### config.mk
export PLATFORM = sky130hd
export DESIGN_NAME = inf_buffer_ctrl
export DESIGN_NICKNAME = d
export VERILOG_FILES = /design/src/rtl/inf_pkg.sv /design/src/rtl/inf_tok_decode.sv /design/src/rtl/inf_buffer_ctrl.sv
export SDC_FILE = /design/constraint.sdc
export NUM_CORES = 1
export LEC_CHECK = 0
export BUFFER_PORTS_ARGS = -buffer_cell sky130_fd_sc_hd__buf_4
export CELL_PAD_IN_SITES_DETAIL_PLACEMENT = 1
export CELL_PAD_IN_SITES_GLOBAL_PLACEMENT = 1
export CORE_AREA = 10 10 320 322
export DETAILED_ROUTE_END_ITERATION = 10
export DIE_AREA = 0 0 330 332
export GPL_ROUTABILITY_DRIVEN = 0
export GPL_TIMING_DRIVEN = 1
export PLACE_DENSITY_LB_ADDON = 0.3
export SYNTH_ARGS = -nofsm -noshare
export SYNTH_HDL_FRONTEND = slang
export SYNTH_SLANG_ARGS = --single-unit
export TNS_END_PERCENT = 10
### constraint.sdc
create_clock -name CLK_1MHz -period 12.45 [get_ports CLK_1MHz]
set_clock_uncertainty 0.15 [all_clocks]
set_input_delay 0.6225 -clock CLK_1MHz [delete_from_list [all_inputs] [get_ports CLK_1MHz]]
set_output_delay 0.6225 -clock CLK_1MHz [all_outputs]
set_load 0.005 [all_outputs]
### src/rtl/inf_pkg.sv
// Shared definitions for the infix token buffer: token kinds, operator codes,
// error codes and the controller state encoding.
package inf_pkg;

    typedef enum logic [1:0] {
        KIND_NUM   = 2'd0,
        KIND_OPEN  = 2'd1,
        KIND_CLOSE = 2'd2,
        KIND_OP    = 2'd3
    } tok_kind_t;

    localparam int          TOK_OP_BIT = 32;
    localparam logic [11:0] OP_OPEN    = 12'h150;
    localparam logic [11:0] OP_CLOSE   = 12'h151;
    localparam logic [11:0] OP_ADD     = 12'h170;
    localparam logic [11:0] OP_SUB     = 12'h171;
    localparam logic [11:0] OP_MUL     = 12'h190;

    typedef enum logic [2:0] {
        ERR_NONE   = 3'd0,
        ERR_FULL   = 3'd1,
        ERR_PAREN  = 3'd2,
        ERR_EMPTY  = 3'd3,
        ERR_OVF    = 3'd4,
        ERR_DIV0   = 3'd5,
        ERR_SYNTAX = 3'd6,
        ERR_TMO    = 3'd7
    } err_t;

    typedef enum logic [1:0] {
        ST_EDIT  = 2'd0,
        ST_START = 2'd1,
        ST_WAIT  = 2'd2,
        ST_DONE  = 2'd3
    } state_t;

    // Paren depth after pushing (undo=0) or removing (undo=1) a token of kind k.
    function automatic logic [7:0] depth_adj(input logic [7:0] d, input tok_kind_t k,
                                             input logic undo);
        logic [7:0] r;
        r = d;
        if (k == KIND_OPEN)  r = undo ? d - 8'd1 : d + 8'd1;
        if (k == KIND_CLOSE) r = undo ? d + 8'd1 : d - 8'd1;
        return r;
    endfunction

endpackage

### src/rtl/inf_tok_decode.sv
// Combinational token classifier (NUM / OPEN / CLOSE / OP); shared with the
// evaluator so both sides agree on token kinds.
module inf_tok_decode
    import inf_pkg::*;
#(
    parameter int DWIDTH = 36
) (
    input  logic [DWIDTH-1:0] tok,
    output logic [1:0]        kind
);

    logic unused_bits;
    assign unused_bits = ^{tok[DWIDTH-1:TOK_OP_BIT+1], tok[TOK_OP_BIT-1:12]};

    always_comb begin
        kind = KIND_NUM;
        if (tok[TOK_OP_BIT]) begin
            case (tok[11:0])
                OP_OPEN:  kind = KIND_OPEN;
                OP_CLOSE: kind = KIND_CLOSE;
                default:  kind = KIND_OP;
            endcase
        end
    end

endmodule

### src/rtl/inf_buffer_ctrl.sv
// Write-side owner of the infix token RAM: edits the buffer, tracks paren depth,
// and sequences one evaluator run per accepted EVAL.
module inf_buffer_ctrl
    import inf_pkg::*;
#(
    parameter int LEN       = 512,
    parameter int LOG_LEN   = 9,
    parameter int DWIDTH    = 36,
    parameter int START_CYC = 2,
    parameter int TIMEOUT   = 4095
) (
    input  logic               CLK_1MHz,
    input  logic               RST,
    input  logic               tok_valid,
    output logic               tok_ready,
    input  logic [DWIDTH-1:0]  tok_data,
    input  logic               bksp,
    input  logic               clr,
    input  logic               eval,
    output logic               en_inf_a,
    output logic               we_inf_a,
    output logic [LOG_LEN-1:0] addr_inf_a,
    output logic [DWIDTH-1:0]  dl_inf_a,
    output logic [LOG_LEN-1:0] top_addr_inf,
    output logic               inf_start,
    input  logic               finish,
    input  logic [31:0]        result,
    input  logic               overflow,
    input  logic               dv_by_zero,
    input  logic               syntax_error,
    output logic [31:0]        result_q,
    output logic [2:0]         err,
    output logic               busy,
    output logic               done
);

    localparam int CNT_MAX = (TIMEOUT > START_CYC) ? TIMEOUT : START_CYC;
    localparam int CNT_W   = $clog2(CNT_MAX + 1);
    localparam logic [LOG_LEN-1:0] TOP_MAX = LOG_LEN'(LEN - 1);

    state_t             state, state_nx;
    logic [LOG_LEN-1:0] top;
    logic [7:0]         depth;
    err_t               err_q;
    logic [CNT_W-1:0]   cnt;
    logic               eval_pend;
    logic [1:0]         kind_mem [0:(2**LOG_LEN)-1];
    logic [1:0]         tok_kind_raw;
    tok_kind_t          tok_kind, rm_kind;

    logic edit, eval_req, full, tok_acc, tok_rej, tok_wr, tok_full;
    logic do_clr, do_bksp, do_eval, defer, eval_ok, start_last, wait_to;

    inf_tok_decode #(.DWIDTH(DWIDTH)) u_dec (
        .tok  (tok_data),
        .kind (tok_kind_raw)
    );

    assign tok_kind = tok_kind_t'(tok_kind_raw);
    assign rm_kind  = tok_kind_t'(kind_mem[top]);

    // Action arbitration inside EDIT: clr > bksp > eval > token.
    assign edit      = (state == ST_EDIT);
    assign eval_req  = eval | eval_pend;
    assign full      = (top == TOP_MAX);
    assign tok_ready = edit & ~full & ~clr & ~bksp & ~eval_req;
    assign tok_acc   = tok_valid & tok_ready;
    assign tok_rej   = (tok_kind == KIND_CLOSE) && (depth == 8'd0);
    assign tok_wr    = tok_acc & ~tok_rej;
    assign tok_full  = edit & tok_valid & full & ~clr & ~bksp & ~eval_req;
    assign do_clr    = edit & clr;
    assign do_bksp   = edit & ~clr & bksp & (top != '0);
    // An eval landing on a cycle with a write still in flight waits one cycle.
    assign do_eval   = edit & ~clr & ~bksp & eval_req & ~we_inf_a;
    assign defer     = edit & ~clr & ~bksp & eval_req & we_inf_a;
    assign eval_ok   = do_eval & (top != '0) & (depth == 8'd0);

    assign start_last = (cnt == CNT_W'(START_CYC - 1));
    assign wait_to    = (cnt == CNT_W'(TIMEOUT - 1));

    always_ff @(posedge CLK_1MHz) begin
        if (RST) state <= ST_EDIT;
        else     state <= state_nx;
    end

    always_comb begin
        state_nx = state;
        case (state)
            ST_EDIT:  if (eval_ok)           state_nx = ST_START;
            ST_START: if (start_last)        state_nx = ST_WAIT;
            ST_WAIT:  if (finish || wait_to) state_nx = ST_DONE;
            ST_DONE:                         state_nx = ST_EDIT;
            default:                         state_nx = ST_EDIT;
        endcase
    end

    always_comb begin
        inf_start = (state == ST_START);
        busy      = ~edit;
        done      = (state == ST_DONE);
    end

    always_ff @(posedge CLK_1MHz) begin
        if (RST) begin
            top        <= '0;
            depth      <= 8'd0;
            err_q      <= ERR_NONE;
            result_q   <= 32'd0;
            cnt        <= '0;
            eval_pend  <= 1'b0;
            en_inf_a   <= 1'b0;
            we_inf_a   <= 1'b0;
            addr_inf_a <= '0;
            dl_inf_a   <= '0;
        end else begin
            en_inf_a  <= tok_wr;
            we_inf_a  <= tok_wr;
            eval_pend <= defer;
            if (tok_wr) begin
                addr_inf_a <= top + 1'b1;
                dl_inf_a   <= tok_data;
            end
            case (state)
                ST_EDIT: begin
                    cnt <= '0;
                    if (do_clr) begin
                        top   <= '0;
                        depth <= 8'd0;
                        err_q <= ERR_NONE;
                    end else if (do_bksp) begin
                        top   <= top - 1'b1;
                        depth <= depth_adj(depth, rm_kind, 1'b1);
                    end else if (do_eval) begin
                        if (top == '0)          err_q <= ERR_EMPTY;
                        else if (depth != 8'd0) err_q <= ERR_PAREN;
                        else                    err_q <= ERR_NONE;
                    end else if (tok_acc) begin
                        if (tok_rej) begin
                            err_q <= ERR_PAREN;
                        end else begin
                            top   <= top + 1'b1;
                            depth <= depth_adj(depth, tok_kind, 1'b0);
                            err_q <= ERR_NONE;
                        end
                    end else if (tok_full) begin
                        err_q <= ERR_FULL;
                    end
                end
                ST_START: cnt <= start_last ? '0 : cnt + 1'b1;
                ST_WAIT: begin
                    cnt <= cnt + 1'b1;
                    // finish beats the timeout when both land on the same cycle
                    if (finish) begin
                        result_q <= result;
                        err_q    <= overflow     ? ERR_OVF    :
                                    dv_by_zero   ? ERR_DIV0   :
                                    syntax_error ? ERR_SYNTAX : ERR_NONE;
                    end else if (wait_to) begin
                        err_q <= ERR_TMO;
                    end
                end
                default: ;
            endcase
        end
    end

    // Kind shadow of the RAM so backspace can undo the depth change.
    always_ff @(posedge CLK_1MHz) begin
        if (tok_wr) kind_mem[top + 1'b1] <= tok_kind_raw;
    end

    assign top_addr_inf = top;
    assign err          = err_q;

    a_wr_addr_nonzero: assert property (@(posedge CLK_1MHz) disable iff (RST)
        we_inf_a |-> (addr_inf_a != '0));
    a_top_in_range: assert property (@(posedge CLK_1MHz) disable iff (RST)
        top <= TOP_MAX);

endmodule

**Word level (Yosys, flattened, before mapping)**

Memories as Yosys holds them, arrays and structs flattened. A register that Yosys moved wholly into a read port is not among the register bits.
Index checks and enable logic that the tools add are counted.

- Add/sub/neg operators: 5
- $mul: 0
- Divide/modulo/power cells: 0
- $lt $le $gt $ge: 0
- Equal/unequal tests: 21
- Shift-type cells: 0
- Multiplexer cells: 40
- Bitwise gates (word level): 29
- Reduce and logical (&&, ||, !) cells: 16

Operator list:

| cell | number |
|---|---|
| 2-to-1 mux 8 bit | 9 |
| 2-to-1 mux 9 bit | 7 |
| case mux 12 bit (3 select lines) | 1 |
| 2-to-1 mux 3 bit | 10 |
| == test 12 x 9 -> 1 bit, second input constant | 2 |
| AND 1 bit | 21 |
| 2-to-1 mux 2 bit | 7 |
| adder 12 x 1 -> 12 bit, second input constant | 1 |
| == test 12 x 1 -> 1 bit, second input constant | 1 |
| == test 12 bit, second input constant | 1 |
| 2-to-1 mux 12 bit | 1 |
| adder 9 x 1 -> 9 bit, second input constant | 1 |
| == test 9 bit, second input constant | 1 |
| logical NOT 9 bit | 1 |
| inequality test 3 bit, second input constant | 3 |
| nonzero test 9 bit | 1 |
| subtractor 9 x 1 -> 9 bit, second input constant | 1 |
| adder 8 x 1 -> 8 bit, second input constant | 1 |
| == test 2 bit, second input constant | 4 |
| logical NOT 8 bit | 1 |
| case mux 2 bit (4 select lines) | 1 |
| AND reduction 4 bit | 2 |
| nonzero test 8 bit | 1 |
| subtractor 8 x 1 -> 8 bit, second input constant | 1 |
| other kinds (20) | 31 |

- Bits in registers: 113
- Bits in latches: 0
- Bits in writable memories: 1024
- Bits in read-only memories: 0
- Bits of input ports: 78
- Output and inout bits: 95
- Logic and storage cells: 122
- Memories kept: 1

Memories:

| memory | depth | bits a word | rd ports | clocked after memory_dff | wr ports | RTL line | RTL |
|---|---|---|---|---|---|---|---|
| kind_mem | 512 | 2 | 1 | 1 | 1 | inf_buffer_ctrl.sv:47 | `logic [1:0] kind_mem [0:(2**LOG_LEN)-1];` |

**Longest topological paths before layout**

- Word-level depth: 13
- Gate-level depth with buffers: 20
- Gate-level depth less buffers: 15

**Hierarchy**

From an unflattened synthesis, not the netlist that was laid out.

- Cell total of the unflattened synthesis: 3253
- Area, all modules: 47159.0 um2

Modules (own cells, without submodules):

| module | times used | cells an instance | area each (um2) | sequential area each (um2) |
|---|---|---|---|---|
| inf_buffer_ctrl | 1 | 3246 | 47092.7 | 33191.8 |
| inf_tok_decode | 1 | 7 | 66.3 | 0.0 |

**Least setup slack after synthesis**

OpenSTA, ideal clock, no wires.

- Kind: input to register
- Start point: in tok_data[6]
- End point: mem kind_mem[264][0] (enable)
- Library setup time: 0.260 ns
- Arrival: 8.958 ns
- Required time: 12.040 ns
- Slack: 3.082 ns
- Stages: 10
- Buffers on the path: 2
- Cell sequence: nand2_1 nor3_1 nand4_1 o21a_1 ha_1 a21o_1 or3_1 clkbuf_1 clkbuf_1 nor2_1

- Cells in the longest elaborated chain, start to end: 9
- Elaborated cells on any way between the ends: 10
- Classes of those cells: eq/ne: 3; mux: 4; bitwise: 2; reduce/logical: 1

Ends and longest elaborated chain:

| element | RTL line | RTL |
|---|---|---|
| start, declared | inf_buffer_ctrl.sv:16 | `input logic [DWIDTH-1:0] tok_data,` |
| == test 12 x 9 -> 1 bit | inf_tok_decode.sv:18 | `case (tok[11:0])` |
| case mux 2 bit (2 select lines) (*) | inf_tok_decode.sv:18 |  |
| 2-to-1 mux 2 bit (*) | inf_tok_decode.sv:17 | `if (tok[TOK_OP_BIT]) begin` |
| named net tok_kind[1] | inf_buffer_ctrl.sv:49 | `tok_kind_t tok_kind, rm_kind;` |
| == test 2 bit (*) | inf_buffer_ctrl.sv:68 | `assign tok_rej = (tok_kind == KIND_CLOSE) && (depth == 8'd0);` |
| logical AND 1 bit (*) | inf_buffer_ctrl.sv:68 |  |
| NOT 1 bit (*) | inf_buffer_ctrl.sv:69 | `assign tok_wr = tok_acc & ~tok_rej;` |
| AND 1 bit (*) | inf_buffer_ctrl.sv:69 |  |
| 2-to-1 mux 1 bit (*) | inf_buffer_ctrl.sv:169 | `if (tok_wr) kind_mem[top + 1'b1] <= tok_kind_raw;` |
| 2-to-1 mux 1 bit (implied by the code) (*) | inf_buffer_ctrl.sv:169 |  |
| end, declared | inf_buffer_ctrl.sv:47 |  |

The timed path passes the listed nets; every way through them passes the cells marked *.

==> results.py <==
metrics = {
    "outcome": {
        "status": "completed",
    },
    "place": {
        "detailedPlace.worstSlack_ns": 6.32,
        "io_buffer_count": 172,
        "detailed_place_hpwl_um": 85000,
    },
    "sta": {
        "worst-slew-pin-transition_ns": 1.33,
        "final_min_period_over_clock_period_pct": 50.7,
        "slew-limit-headroom_pct": 11.5,
        "finalMaxSlewViolations": 0,
        "finalCriticalPeriod_ns": 6.31,
        "grt_setup_unrepaired": "false",
        "fin_tns_setup_ns": 0,
        "fin_worst_hold_slack_ns": 0.0299,
        "fmax_mhz": 159,
        "setup_viol": 0,
        "report.final.hold_viol_count": 0,
        "setup_ws_ns": 6.14,
    },
    "route": {
        "average_via_count_per_standard_cell": 6.22,
        "drtIter0Drc": 3122,
        "drt_drc_violations_left": 0,
        "drt-total-wl_um": 141000,
        "drt-pass1-iter-count": 6,
        "drt.antenna.violating_nets": 0,
        "routedWlPerCell_um": 29.4,
        "vias": 29775,
    },
    "global_routing": {
        "gr-usage-all-layers_pct": 25.4,
        "grt_pass1_vias": 32190,
        "grt_first_pass_wirelength_um": 210000,
        "grt_antenna_before_repair": 0,
        "pin_count_of_the_biggest_net_entering_global_routing": 177,
        "gr-total-overflow": 0,
    },
    "cells_and_area": {
        "fillCellCount": 9070,
        "final_core_utilization_pct": 56.1,
        "area_delta_synth_final_pct": 13.4,
        "area.sequential_um2": 33200,
        "multi_input_comb_area_um2": 13000,
        "share_of_post_route_cells_with_drive_strength_above_1_pct": 15.9,
        "antenna_cells": 0,
        "num-nets-final": 3508,
    },
    "setup_path": {
        "worst_ep_arrival_time_ns": 6.74,
        "worst_ep_required_time_ns": 12.88,
        "setup.worst_path.start_class": "flop",
        "critical_path_class": "reg -> reg",
        "worst_setup_path_end_kind": "flop",
        "critical_path.max_fanout": 58,
    },
    "yosys": {
        "syn-num-nets": 3358,
        "total_of_warnings_raised_by_yosys": 0,
        "yosys.cell_types.count": 72,
        "synthCells": 3261,
        "seq_area_frac_synth_pct": 69.8,
        "synth_top_flop_cell": "sky130_fd_sc_hd__edfxtp_1",
        "syn_area_um2": 47500,
        "asyncSetResetFlopFracSynth_pct": 0,
        "synth_area_per_cell_um2": 14.6,
        "synth_edf_count": 1024,
        "synthesis_stage_register_bit_count": 1146,
    },
    "clock_network": {
        "clock_tree.htree_level_count": 3,
        "clkLatencyLatePin_ns": 0.72,
        "clock_buffers_created_by_tritoncts": 116,
        "worst_setup_hold_path_clk_slew_ns": 0.06,
        "cts_root_buffer": "sky130_fd_sc_hd__clkbuf_16",
        "clockBufferDepth": 3,
        "tritoncts": "yes",
        "tritoncts_num_sinks": 1146,
    },
    "floorplan": {
        "dieArea_um2": 110000,
        "core_area_um2": 96000,
        "die_width_um": 330,
        "core.rowCount": 114,
        "initial_utilization_pct": 49.5,
        "top_level_port_count": 173,
        "die_span_y_um": 332,
    },
    "power": {
        "pwr_density_cell_nw_per_um2": 180,
        "power_mw": 9.72,
        "leak_nw": 16.5,
        "peakVddDrop_mv": 0.132,
    },
    "flow_run": {
        "cap_violations": 0,
    },
    "min_path": {
        "worst_hold_check_path_type": "in -> reg",
    },
}
==> worst paths after layout <==
kind	startpoint	endpoint	slack, ns	cells past startpoint
max	flop	depth[7]	6.14	17
min reg2reg	dl_inf_a[5]	dl_inf_a[5]	0.31	2
max reg2reg	flop	depth[7]	6.14	17
min	result[7]	result_q[7]	0.03	3
==> layout make-up <==
type	instances	area share, %
multi-input cells	1854	24.1
well taps	1276	2.96
clock inverters	65	1.22
clock buffers	155	5.91
inverters	26	0.195
repair buffers	267	4.02
flip-flops and latches	1146	61.6
==> what timing repair did <==
action / 4_1_cts / 5_1_grt
setup buffers: 0 / 0
hold buffers: 49 / 0
endpoints found under the hold margin: 49 / 0
gates resized for setup: 0 / 0
==> logic make-up (layout without fill, tap and decap cells) <==
family	Yosys count	count (layout)	share of synthesized area, %
xor+xnor	31	31	0.571
mux	388	388	11.6
compound gates	396	396	5.64
flops	1146	1146	69.8
fa+ha+maj	19	19	0.500
buf+inv	261	513	3.06
simple gates	1020	1020	8.84
==> state kept, by name, summed over array words and instances, names as in the netlist, named ones only <==
register,cells
we_inf_a,1
top_addr_inf,9
eval_pend,1
err,3
kind_mem,1024
result_q,32
state,2
addr_inf_a,9
cnt,12
depth,8
dl_inf_a,36
==> through the flow <==
step	cell area, um^2	std cells
floorplan	47500	3261
global placement	49600	4520
detailed placement	49600	4520
CTS	53900	4789
global route	53900	4789
finish	53900	4789
==> cell usage in the layout (no fill, tap or decap), drive strengths merged, types with 21 or more instances in the layout <==
cell / count
o221ai: 112
mux4: 128
clkinv: 46
nor4: 21
edfxtp: 1024
clkbuf: 155
dfxtp: 122
nor2: 614
inv: 33
nor3: 64
a21oi: 127
o21ai: 45
nand2: 229
buf: 218
dlygate4sd3: 49
mux2i: 255
nand3: 26
o22ai: 46
==> cell usage after synthesis, drive strengths merged, types with 7 or more instances <==
library cell	n	share of area, %
edfxtp	1024	65
nor2	614	4.8
mux2i	255	5.4
nand2	229	1.8
clkbuf	134	1.1
mux4	128	6.1
a21oi	127	1.3
dfxtp	122	5.1
o221ai	112	2.1
buf	101	1.8
nor3	64	0.67
o22ai	46	0.61
o21ai	45	0.47
nand3	26	0.27
inv	25	0.20
nor4	21	0.29
a211oi	19	0.30
ha	19	0.50
xnor2	17	0.31
xor2	14	0.26
or3	12	0.17
nand4	10	0.13
and2	8	0.11
a2111oi	7	0.13
a221oi	7	0.13
and3	7	0.092
o211ai	7	0.11
==> routing by layer <==
layer	track usage (%)	vias up	share of wire, %
li1	-	12686	-
met1	32.2	15411	38
met2	42.6	1402	50
met3	5.28	276	8.5
met4	9.34	0	3.6
met5	0	-	0
==> where the power goes <==
group	switching, mW	leakage [nW]	internal (mW)
Sequential	0.0943	10.2	4.22
Clock	1.51	1.89	2.01
Combinational	1.19	4.39	0.686
==> critical path: stages (launching register included) <==
cell	delay (ns)
sky130_fd_sc_hd__dfxtp_4	0.73
sky130_fd_sc_hd__nand2b_4	0.57
sky130_fd_sc_hd__buf_4	0.55
sky130_fd_sc_hd__buf_4	0.66
sky130_fd_sc_hd__o221ai_1	0.28
sky130_fd_sc_hd__a221oi_1	0.36
sky130_fd_sc_hd__a2111oi_0	0.12
sky130_fd_sc_hd__nand4_1	0.30
sky130_fd_sc_hd__a21oi_1	0.11
sky130_fd_sc_hd__o21bai_1	0.19
sky130_fd_sc_hd__or4_1	0.57
sky130_fd_sc_hd__ha_1	0.32
sky130_fd_sc_hd__mux2i_4	0.26
sky130_fd_sc_hd__nand3_1	0.18
sky130_fd_sc_hd__nor4_1	0.32
sky130_fd_sc_hd__o21ai_1	0.15
sky130_fd_sc_hd__xor2_1	0.20
sky130_fd_sc_hd__nor2_1	0.06
Power figures use the tool's default switching activity.
